--- src/rtl/state_preparation.sv ---
`default_nettype none
// ============================================================================
//  Module      : state_preparation
//  Description : Converts a four-bin measurement histogram (|00>..|11>) into
//                a 2-qubit amplitude vector:
//                    amp_k = floor(sqrt(count_k * AMP_ONE^2 / total))
//                One FSM drives a bit-serial restoring divider and a
//                bit-serial restoring square root, shared over the four bins.
//                Imaginary parts are always zero.
//  Ports       : clk, reset (sync, active-high), start (1-cycle request),
//                count0..count3 (8-bit bins), busy, done (1-cycle pulse),
//                amp{00,01,10,11}_{real,imag} (AMP_W signed outputs)
//  Options     : define STATEPREP_ROUND_EN for round-to-nearest square root
//  Revision    : 1.0 - initial release
// ============================================================================
module state_preparation #(
    parameter int AMP_ONE = 181,
    parameter int AMP_W   = 16
) (
    input  logic                    clk,
    input  logic                    reset,
    input  logic                    start,
    input  logic [7:0]              count0,
    input  logic [7:0]              count1,
    input  logic [7:0]              count2,
    input  logic [7:0]              count3,
    output logic                    busy,
    output logic                    done,
    output logic signed [AMP_W-1:0] amp00_real,
    output logic signed [AMP_W-1:0] amp00_imag,
    output logic signed [AMP_W-1:0] amp01_real,
    output logic signed [AMP_W-1:0] amp01_imag,
    output logic signed [AMP_W-1:0] amp10_real,
    output logic signed [AMP_W-1:0] amp10_imag,
    output logic signed [AMP_W-1:0] amp11_real,
    output logic signed [AMP_W-1:0] amp11_imag
);

    localparam logic [15:0] c_AMP_SQ  = 16'(AMP_ONE * AMP_ONE);
    localparam logic [8:0]  c_AMP_ONE = 9'(AMP_ONE);

    typedef enum logic [2:0] {
        S_IDLE  = 3'd0,
        S_SUM   = 3'd1,
        S_MUL   = 3'd2,
        S_DIV   = 3'd3,
        S_SQRT  = 3'd4,
        S_STORE = 3'd5,
        S_FIN   = 3'd6
    } state_t;

    state_t      r_state;
    logic        r_busy;
    logic        r_done;
    logic [7:0]  r_cnt    [0:3];
    logic [9:0]  r_total;
    logic [1:0]  r_k;
    logic [4:0]  r_bit;
    // r_num holds the dividend, collects the quotient during DIV, and is then
    // shifted out two bits at a time as the radicand during SQRT.
    logic [23:0] r_num;
    logic [9:0]  r_drem;
    logic [7:0]  r_root;
    logic [9:0]  r_srem;
    logic [8:0]  r_shadow [0:3];
    logic [8:0]  r_amp    [0:3];

    // Divider step: shift in the next dividend bit, subtract if it fits.
    // The 10-bit subtraction is exact whenever it is selected (result < total).
    logic [10:0] w_div_sh;
    logic        w_div_ge;
    logic [9:0]  w_div_sub;
    assign w_div_sh  = {r_drem, r_num[23]};
    assign w_div_ge  = (w_div_sh >= {1'b0, r_total});
    assign w_div_sub = w_div_sh[9:0] - r_total;

    // Square-root step: bring down two radicand bits, trial = 4*root + 1.
    // Remainder never exceeds 2*root, so 10 bits hold it after subtraction.
    logic [11:0] w_sq_sh;
    logic [11:0] w_trial;
    logic        w_sq_ge;
    logic [9:0]  w_sq_sub;
    assign w_sq_sh  = {r_srem, r_num[15:14]};
    assign w_trial  = {2'b00, r_root, 2'b01};
    assign w_sq_ge  = (w_sq_sh >= w_trial);
    assign w_sq_sub = w_sq_sh[9:0] - w_trial[9:0];

    logic [8:0] w_store;
`ifdef STATEPREP_ROUND_EN
    // rem > r means q is closer to (r+1)^2 than to r^2
    assign w_store = {1'b0, r_root} + {8'd0, (r_srem > {2'b00, r_root})};
`else
    assign w_store = {1'b0, r_root};
`endif

    always_ff @(posedge clk) begin
        if (reset) begin
            r_state <= S_IDLE;
            r_busy  <= 1'b0;
            r_done  <= 1'b0;
            r_total <= '0;
            r_k     <= '0;
            r_bit   <= '0;
            r_num   <= '0;
            r_drem  <= '0;
            r_root  <= '0;
            r_srem  <= '0;
            for (int i = 0; i < 4; i++) begin
                r_cnt[i]    <= '0;
                r_shadow[i] <= '0;
                r_amp[i]    <= '0;
            end
        end else begin
            r_done <= 1'b0;
            case (r_state)
                S_IDLE: begin
                    // r_done high means this is the cycle right after FIN,
                    // where a start request is deliberately ignored.
                    if (start && !r_done) begin
                        r_cnt[0] <= count0;
                        r_cnt[1] <= count1;
                        r_cnt[2] <= count2;
                        r_cnt[3] <= count3;
                        r_busy   <= 1'b1;
                        r_state  <= S_SUM;
                    end
                end
                S_SUM: begin
                    r_total <= 10'(r_cnt[0]) + 10'(r_cnt[1])
                             + 10'(r_cnt[2]) + 10'(r_cnt[3]);
                    r_k     <= '0;
                    if ((r_cnt[0] | r_cnt[1] | r_cnt[2] | r_cnt[3]) == 8'd0) begin
                        r_shadow[0] <= c_AMP_ONE;
                        r_shadow[1] <= '0;
                        r_shadow[2] <= '0;
                        r_shadow[3] <= '0;
                        r_state     <= S_FIN;
                    end else begin
                        r_state <= S_MUL;
                    end
                end
                S_MUL: begin
                    r_num   <= 24'(r_cnt[r_k]) * 24'(c_AMP_SQ);
                    r_drem  <= '0;
                    r_root  <= '0;
                    r_srem  <= '0;
                    r_bit   <= '0;
                    r_state <= S_DIV;
                end
                S_DIV: begin
                    r_drem <= w_div_ge ? w_div_sub : w_div_sh[9:0];
                    r_num  <= {r_num[22:0], w_div_ge};
                    if (r_bit == 5'd23) begin
                        r_bit   <= '0;
                        r_state <= S_SQRT;
                    end else begin
                        r_bit <= r_bit + 5'd1;
                    end
                end
                S_SQRT: begin
                    r_srem <= w_sq_ge ? w_sq_sub : w_sq_sh[9:0];
                    r_root <= {r_root[6:0], w_sq_ge};
                    r_num  <= {r_num[21:0], 2'b00};
                    if (r_bit == 5'd7) begin
                        r_bit   <= '0;
                        r_state <= S_STORE;
                    end else begin
                        r_bit <= r_bit + 5'd1;
                    end
                end
                S_STORE: begin
                    r_shadow[r_k] <= w_store;
                    if (r_k == 2'd3) begin
                        r_state <= S_FIN;
                    end else begin
                        r_k     <= r_k + 2'd1;
                        r_state <= S_MUL;
                    end
                end
                S_FIN: begin
                    // whole vector updates in one edge
                    for (int i = 0; i < 4; i++) begin
                        r_amp[i] <= r_shadow[i];
                    end
                    r_done  <= 1'b1;
                    r_busy  <= 1'b0;
                    r_state <= S_IDLE;
                end
                default: begin
                    r_state <= S_IDLE;
                    r_busy  <= 1'b0;
                end
            endcase
        end
    end

    assign busy       = r_busy;
    assign done       = r_done;
    assign amp00_real = AMP_W'(r_amp[0]);
    assign amp01_real = AMP_W'(r_amp[1]);
    assign amp10_real = AMP_W'(r_amp[2]);
    assign amp11_real = AMP_W'(r_amp[3]);
    assign amp00_imag = '0;
    assign amp01_imag = '0;
    assign amp10_imag = '0;
    assign amp11_imag = '0;

endmodule
`default_nettype wire

--- config.mk ---
export PLATFORM = sky130hd
export DESIGN_NAME = state_preparation
export DESIGN_NICKNAME = d
export VERILOG_FILES = /design/src/rtl/state_preparation.sv
export SDC_FILE = /design/constraint.sdc
export NUM_CORES = 1
export LEC_CHECK = 0
export ABC_CLOCK_PERIOD_IN_PS = 8900
export BUFFER_PORTS_ARGS = -buffer_cell sky130_fd_sc_hd__buf_4
export CAP_MARGIN = 40
export CORE_MARGIN = 4
export CORE_UTILIZATION = 50
export CTS_CLUSTER_DIAMETER = 30
export DETAILED_ROUTE_END_ITERATION = 10
export HOLD_SLACK_MARGIN = 0.05
export PLACE_DENSITY = 0.71
export SYNTH_ARGS = -nofsm -noshare
export SYNTH_HDL_FRONTEND = slang
export SYNTH_SLANG_ARGS = --single-unit
--- constraint.sdc ---
create_clock -name clk -period 8.9 [get_ports clk]
set_clock_uncertainty 0.15 [all_clocks]
set_input_delay 0.89 -clock clk [delete_from_list [all_inputs] [get_ports clk]]
set_output_delay 0.89 -clock clk [all_outputs]
set_load 0.01 [all_outputs]
==> impl_metrics.env, run 1 <==
export IMPL_layout_drive_gt1_share_pct=10.9
export IMPL_cts_sinks=172
export IMPL_cts_max_level=4
export IMPL_slew_headroom_pct=42.1
export IMPL_die_w_um=160
export IMPL_min_delay_path_depth=2
export IMPL_fin_util_pct=55.4
export IMPL_ys_ff_latch=172
export IMPL_pin_count=165
export IMPL_drtIter0Drc=524
export IMPL_critPathLaunchType="flip-flop"
export IMPL_die_area_mm2=0.0255
export IMPL_final_antenna_net_count=0
export IMPL_tightest_slew_ps=865
export IMPL_cp_cell_sequence="mux4_2 > fa_1 > inv_1 > fa_1 > inv_1 > fa_1 > inv_1 > fa_1 > inv_1 > ha_1 > nand2_1 > nand2_1 > a2111oi_2 > o221ai_1 > xor2_1 > a21oi_1 > nor3_1"
export IMPL_netlist_top_cells_area="edfxtp_1, dfxtp_1, ha_1, fa_1, buf_4"
export IMPL_dp_slack_ps=3010
export IMPL_diodes=0
export IMPL_yosysUniqueCellTypes=70
export IMPL_netlist_area_mm2=0.0115
export IMPL_critPathSlowestCell="fa_1"
export IMPL_cts_hold_buf=0
export IMPL_max_freq_mhz=171
export IMPL_die_h_um=160
export IMPL_synth_warning_count=0
export IMPL_leakagePower_nw=5.60
export IMPL_viasPerCell=5.27
export IMPL_worstPathArrival_ps=5980
export IMPL_clock_latency_ps=430
export IMPL_cts_tree="done"
export IMPL_gp_congestion=0.928
export IMPL_numCtsBuffers=17
export IMPL_slew_violations=0
export IMPL_grt_overflow=0
export IMPL_post_cts_setup_buffers=0
export IMPL_antenna_found_initial=0
export IMPL_status="complete, no violations"
export IMPL_critPathCaptureType="flip-flop"
export IMPL_grt_total_usage_pct=17.7
export IMPL_worst_setup_path_type="flip-flop to flip-flop"
export IMPL_fin_crit_sh_pct=65.7
export IMPL_r2r_slack_ps=3050
export IMPL_min_period_ps=5850
export IMPL_seq_area_frac_synth_pct=38.3
export IMPL_rsz0062_at_grt="no"
export IMPL_synthFlopType="edfxtp_1"
export IMPL_crit_fanout=8
export IMPL_worst_hold_path_endpoint="r_total[4]"
export IMPL_cts_resized=0
export IMPL_io_buffers=68
export IMPL_ir_worst_vdd_v=0.000289
export IMPL_drcViolationCount=0
export IMPL_synth_cells=1172
export IMPL_finalHoldViolations=0
export IMPL_dpl_hpwl_um=17200
export IMPL_synth_edff_count=96
export IMPL_maxCapViolCount=0
export IMPL_max_stage_delay_ps=740
export IMPL_finalNetCount=1385
export IMPL_clk_path_buf_depth=2
export IMPL_drtPass1Iterations=5
export IMPL_synth_top_area_share_pct=25.0
export IMPL_hold_path_class="flip-flop to flip-flop"
export IMPL_grt_pass1_wl_um=37600
export IMPL_cts_root_buf="clkbuf_16"
export IMPL_timing_rr_end="r_num[18]"
export IMPL_min_from="r_total[4]"
export IMPL_grt_max_degree=73
export IMPL_syn_area_per_cell_um2=9.82
export IMPL_grt_pass1_vias=7627
export IMPL_start_util_pct=50.8
export IMPL_async_flop_share_pct=0
export IMPL_avgRoutedWirePerCell_um=14.8
export IMPL_finalWirelength_um=22600
export IMPL_ff2ff_path_depth=17
export IMPL_yosys_area_top_type="edfxtp_1"
export IMPL_coreArea_mm2=0.0226
export IMPL_area_growth_pct=8.96
export IMPL_num_vias=8015
export IMPL_setup_ws_ps=3050
export IMPL_powerDensity_mw_per_mm2=299
export IMPL_clkTransAtPathRegs_ps=70
export IMPL_cp_required_ps=9040
export IMPL_num_rows=55
export IMPL_setup_viol=0
export IMPL_finalSetupTns_ps=0
## stage by stage
stage,std cells,hold WS (ps),total power [mW],cell area [um2]
floorplan,1267,269,2.62,11900
global placement,1487,288,2.98,11900
detailed placement,1490,295,3.00,11900
CTS,1522,305,3.77,12500
global route,1522,322,4.09,12500
finish,1522,303,3.75,12500
## final cells by class
type	count	area (um2)
Clock buffer	17	425
Clock inverter	15	180
Fill cell	1997	10100
Inverter	96	360
Multi-Input combinational cell	859	6210
Sequential cell	172	4400
Tap cell	285	357
Timing Repair Buffer	78	606
## cell families after synthesis
logic type,share of synthesized area (%)
AOI/OAI and AO/OA,12.0
xor gates and xnor gates,2.36
adders and majority gates,16.8
buffers and inverters,10.9
DFF,38.3
muxes,3.51
other,0.0326
and+or+nand+nor,16.1
## critical path, delay by kind of cell, from the launching register on
family,cells,cell delay (ps)
xor+xnor,1,180
simple gates,3,270
flops,1,620
compound gates,3,770
mux,1,680
buf+inv,4,350
fa+ha+maj,5,2680
## cell usage in the layout (no fill, tap or decap), drive strengths merged, types with 4 or more instances in the layout
| cell | netlist | routed |
|---|---|---|
| o21a | 5 | 5 |
| a21oi | 72 | 72 |
| o21bai | 4 | 4 |
| nand3 | 7 | 7 |
| a211oi | 14 | 14 |
| a22oi | 9 | 9 |
| inv | 96 | 105 |
| nand2b | 9 | 9 |
| mux4 | 8 | 8 |
| buf | 112 | 78 |
| nor2 | 94 | 94 |
| dfxtp | 76 | 76 |
| clkinv | 0 | 5 |
| nor4 | 10 | 10 |
| fa | 48 | 48 |
| nor3 | 23 | 23 |
| clkbuf | 28 | 17 |
| nand4 | 6 | 6 |
| nand2 | 84 | 84 |
| ha | 78 | 78 |
| mux2i | 19 | 19 |
| a21o | 19 | 19 |
| and3 | 34 | 34 |
| edfxtp | 96 | 96 |
| xnor2 | 21 | 21 |
| xor2 | 10 | 10 |
| conb | 1 | 96 |
| a2111oi | 4 | 4 |
| nor2b | 14 | 14 |
| or3 | 8 | 8 |
| and2 | 70 | 70 |
| o21ai | 40 | 40 |
## routing by layer
metal | track usage [%] | share of wire (%)
met1 | 22.9 | 43
met2 | 30.6 | 50
met3 | 3.38 | 5.1
met4 | 4.65 | 1.8
met5 | 0 | 0
## Yosys cell counts (14+ instances only)
cell	count
nor3_1	23
edfxtp_1	96
and3_1	34
a21o_1	19
fa_1	48
o21ai_0	26
clkbuf_1	28
dfxtp_1	76
and2_1	70
nor2b_1	14
xnor2_1	21
nor2_1	93
ha_1	78
mux2i_1	19
a21oi_1	71
inv_1	96
nand2_1	84
buf_4	97
## sequential cells by signal, summed over array words and instances (netlist names), named ones only
name      count
busy          1
done          1
r_amp        32
r_bit         5
r_cnt        32
r_drem       10
r_k           2
r_num        24
r_root        8
r_shadow     32
r_srem       10
r_state       3
r_total      10
## how the worst max path moves through the flow
stage	startpoint	endpoint	slack, ps	depth (start not counted)
floorplan	flip-flop	r_num[22]	3450	16
global placement	flip-flop	r_num[22]	3130	15
detailed placement	flip-flop	r_num[22]	3010	16
CTS	flip-flop	r_num[22]	3000	16
global route	flip-flop	r_num[22]	2620	16
finish	flip-flop	r_num[18]	3050	17
## power breakdown
part           internal [mW]  switching (mW)  leakage, nW
Combinational          0.859            1.18         3.68
Sequential             0.906          0.0589         1.62
Clock                  0.383           0.368        0.292
(Power assumes the default switching activity.)
==> run 2: changes to the inputs <==
Settings changed: ABC_AREA from default to 1, ABC_CLOCK_PERIOD_IN_PS 8900 to 5010, PLACE_DENSITY 0.71 to 0.74.
Clock period 8.9 ns to 5.01 ns, I/O delays scaled along.
==> impl_metrics.env, run 2 <==
export IMPL_cts_sinks=172
export IMPL_die_w_um=162
export IMPL_route_met2_wl_um=12200
export IMPL_avgRoutedWirePerCell_um=13.3
export IMPL_tightest_slew_ps=898
export IMPL_setup_viol=0
export IMPL_coreArea_mm2=0.0235
export IMPL_gp_congestion=0.888
export IMPL_cts_root_buf="clkbuf_16"
export IMPL_synth_cells=1473
export IMPL_final_antenna_net_count=0
export IMPL_wl_met3_um=1550
export IMPL_finalNetCount=1700
export IMPL_num_rows=56
export IMPL_clk_path_buf_depth=2
export IMPL_final_common_cell="nand2_1"
export IMPL_worstPathArrival_ps=4970
export IMPL_status="complete, no violations"
export IMPL_rsz0062_at_grt="no"
export IMPL_io_buffers=68
export IMPL_grt_total_usage_pct=18.9
export IMPL_cts_tree="done"
export IMPL_grt_pass1_wl_um=41000
export IMPL_syn_area_per_cell_um2=8.10
export IMPL_seqCellArea_mm2=0.00441
export IMPL_top_layer_used="met4"
export IMPL_finalSetupTns_ps=0
export IMPL_synth_edff_count=96
export IMPL_diodes=0
export IMPL_drcViolationCount=0
export IMPL_cts_max_level=4
export IMPL_dpl_hpwl_um=18700
export IMPL_path_delay_family="adder cells"
export IMPL_yosys_area_top_type="edfxtp_1"
export IMPL_synth_warning_count=0
export IMPL_nFillCells=2122
export IMPL_synth_top_area_share_pct=24.2
export IMPL_min_period_ps=4770
export IMPL_critPathLaunchType="flip-flop"
export IMPL_layout_drive_gt1_share_pct=9.86
export IMPL_yosysMostFrequentCell="nand2_1"
export IMPL_critPathCaptureType="flip-flop"
export IMPL_cp_cell_sequence="buf_2 > o21ai_1 > o22ai_2 > fa_2 > inv_1 > fa_1 > inv_2 > fa_1 > inv_1 > fa_1 > inv_1 > ha_1 > a21oi_1 > o21ai_0 > nor2_1 > nand2_1 > nand2_1 > nand3_1 > a21oi_1"
export IMPL_synthTopCellsByCount="nand2_1, inv_1, nor2_1"
export IMPL_cp_required_ps=5220
export IMPL_cts_hold_buf=0
export IMPL_area_growth_pct=9.61
export IMPL_cp_buffers_inverters=5
export IMPL_netlist_top_cells_area="edfxtp_1, dfxtp_1, nand2_1, ha_1, fa_1"
export IMPL_synthFlopType="edfxtp_1"
export IMPL_netlist_area_mm2=0.0119
export IMPL_slew_headroom_pct=40.0
export IMPL_fin_crit_sh_pct=95.1
export IMPL_max_freq_mhz=210
export IMPL_grt_overflow=0
export IMPL_viasPerCell=4.97
export IMPL_slew_violations=0
export IMPL_layoutNonFillerInstCount=1870
export IMPL_num_vias=9288
export IMPL_finalWirelength_um=24900
export IMPL_hold_path_class="primary input to flip-flop"
export IMPL_biggestRegsByFlops="r_amp x32, r_cnt x32, r_shadow x32"
export IMPL_crit_fanout=8
export IMPL_drtIter0Drc=600
export IMPL_die_h_um=162
export IMPL_finalHoldViolations=0
export IMPL_grt_max_degree=46
export IMPL_multi_input_area_mm2=0.00608
export IMPL_antenna_found_initial=0
export IMPL_seq_area_frac_synth_pct=36.9
export IMPL_clock_latency_ps=440
export IMPL_ys_ff_latch=172
export IMPL_yosysUniqueCellTypes=48
export IMPL_grt_pass1_vias=8781
export IMPL_fin_util_pct=55.7
export IMPL_worst_setup_path_type="flip-flop to flip-flop"
export IMPL_dp_cells=1835
export IMPL_drtPass1Iterations=5
export IMPL_die_area_mm2=0.0264
export IMPL_async_flop_share_pct=0
export IMPL_wl_met1_um=10700
export IMPL_max_stage_delay_ps=620
export IMPL_clkTransAtPathRegs_ps=80
export IMPL_maxCapViolCount=0
export IMPL_start_util_pct=50.8
export IMPL_pin_count=165
export IMPL_numCtsBuffers=17
export IMPL_critPathSlowestCell="fa_2"
export IMPL_layout_common_cells="nand2_1, inv_1, nor2_1"
[run 2: cell types whose count changed after synthesis, moves of 16 or more]
cell      delta
a221oi_1    +16
and2_1      -66
a21oi_1     +29
o21ai_0     +39
nand3b_1    +16
mux2i_1     -19
nor3_1      -17
nand2_1    +194
a21o_1      -16
and3_1      -34
nand3_1     +72
inv_1      +148
nor2_1      +54
[run 2: final timing paths]
check / slack (ps) / depth (start not counted) / from / to
max: 240 / 19 / flip-flop / r_num[19]
min reg2reg: 310 / 2 / r_root[7] / r_root[7]
max reg2reg: 240 / 19 / flip-flop / r_num[19]
min: 200 / 3 / count2[4] / r_cnt[2][4]
[run 2: what timing repair did]
item	in CTS	in global routing
endpoints found under the hold margin	0	0
gates resized for setup	0	19
setup buffers	0	2
endpoints found under the setup margin	0	12
[run 2: final cells by class]
| type | instances | area share [%] |
|---|---|---|
| Clock inverter | 13 | 1.21 |
| Multi-Input combinational cell | 1012 | 46.5 |
| Sequential cell | 172 | 33.7 |
| Timing Repair inverter | 1 | 0.0574 |
| Timing Repair Buffer | 85 | 4.95 |
| Clock buffer | 18 | 3.28 |
| Inverter | 250 | 7.21 |
| Tap cell | 319 | 3.05 |
[run 2: logic make-up (layout without fill, tap and decap cells)]
kind of cell / after synthesis / in the layout / share of synthesized area, %
xor gates and xnor gates: 16 / 16 / 1.17
and+or+nand+nor: 569 / 569 / 20.5
buffers and inverters: 384 / 367 / 15.5
adders and majority gates: 126 / 126 / 16.2
AOI/OAI and AO/OA: 205 / 205 / 9.63
other: 1 / 96 / 0.0314
DFF: 172 / 172 / 36.9
[run 2: worst register-to-register path: stages, from the launching register on]
cell	delay [ps]
dfxtp_2	350
buf_2	180
o21ai_1	180
o22ai_2	120
fa_2	620
inv_1	80
fa_1	500
inv_2	80
fa_1	490
inv_1	60
fa_1	520
inv_1	40
ha_1	350
a21oi_1	230
o21ai_0	180
nor2_1	200
nand2_1	80
nand2_1	50
nand3_1	80
a21oi_1	170
[run 2: through the flow]
stage,setup WS (ps),instance area (um2),hold WS (ps)
after detailed placement,144,12400,304
after CTS,120,13000,197
after floorplan,56.8,12300,290
final,245,13100,205
after global routing,1.92,13100,210
after global placement,137,12400,299
[run 2: per-layer routing]
metal  track usage, %  up-vias
met5                0        -
met2             32.7      293
met1             24.3     4267
met4             6.46        0
met3             2.86       41
li1                 -     4687
Power of run 2 is left out: the tool's default activity adds up to more than one toggle a clock period on the data nets, which glitch-free logic cannot reach.
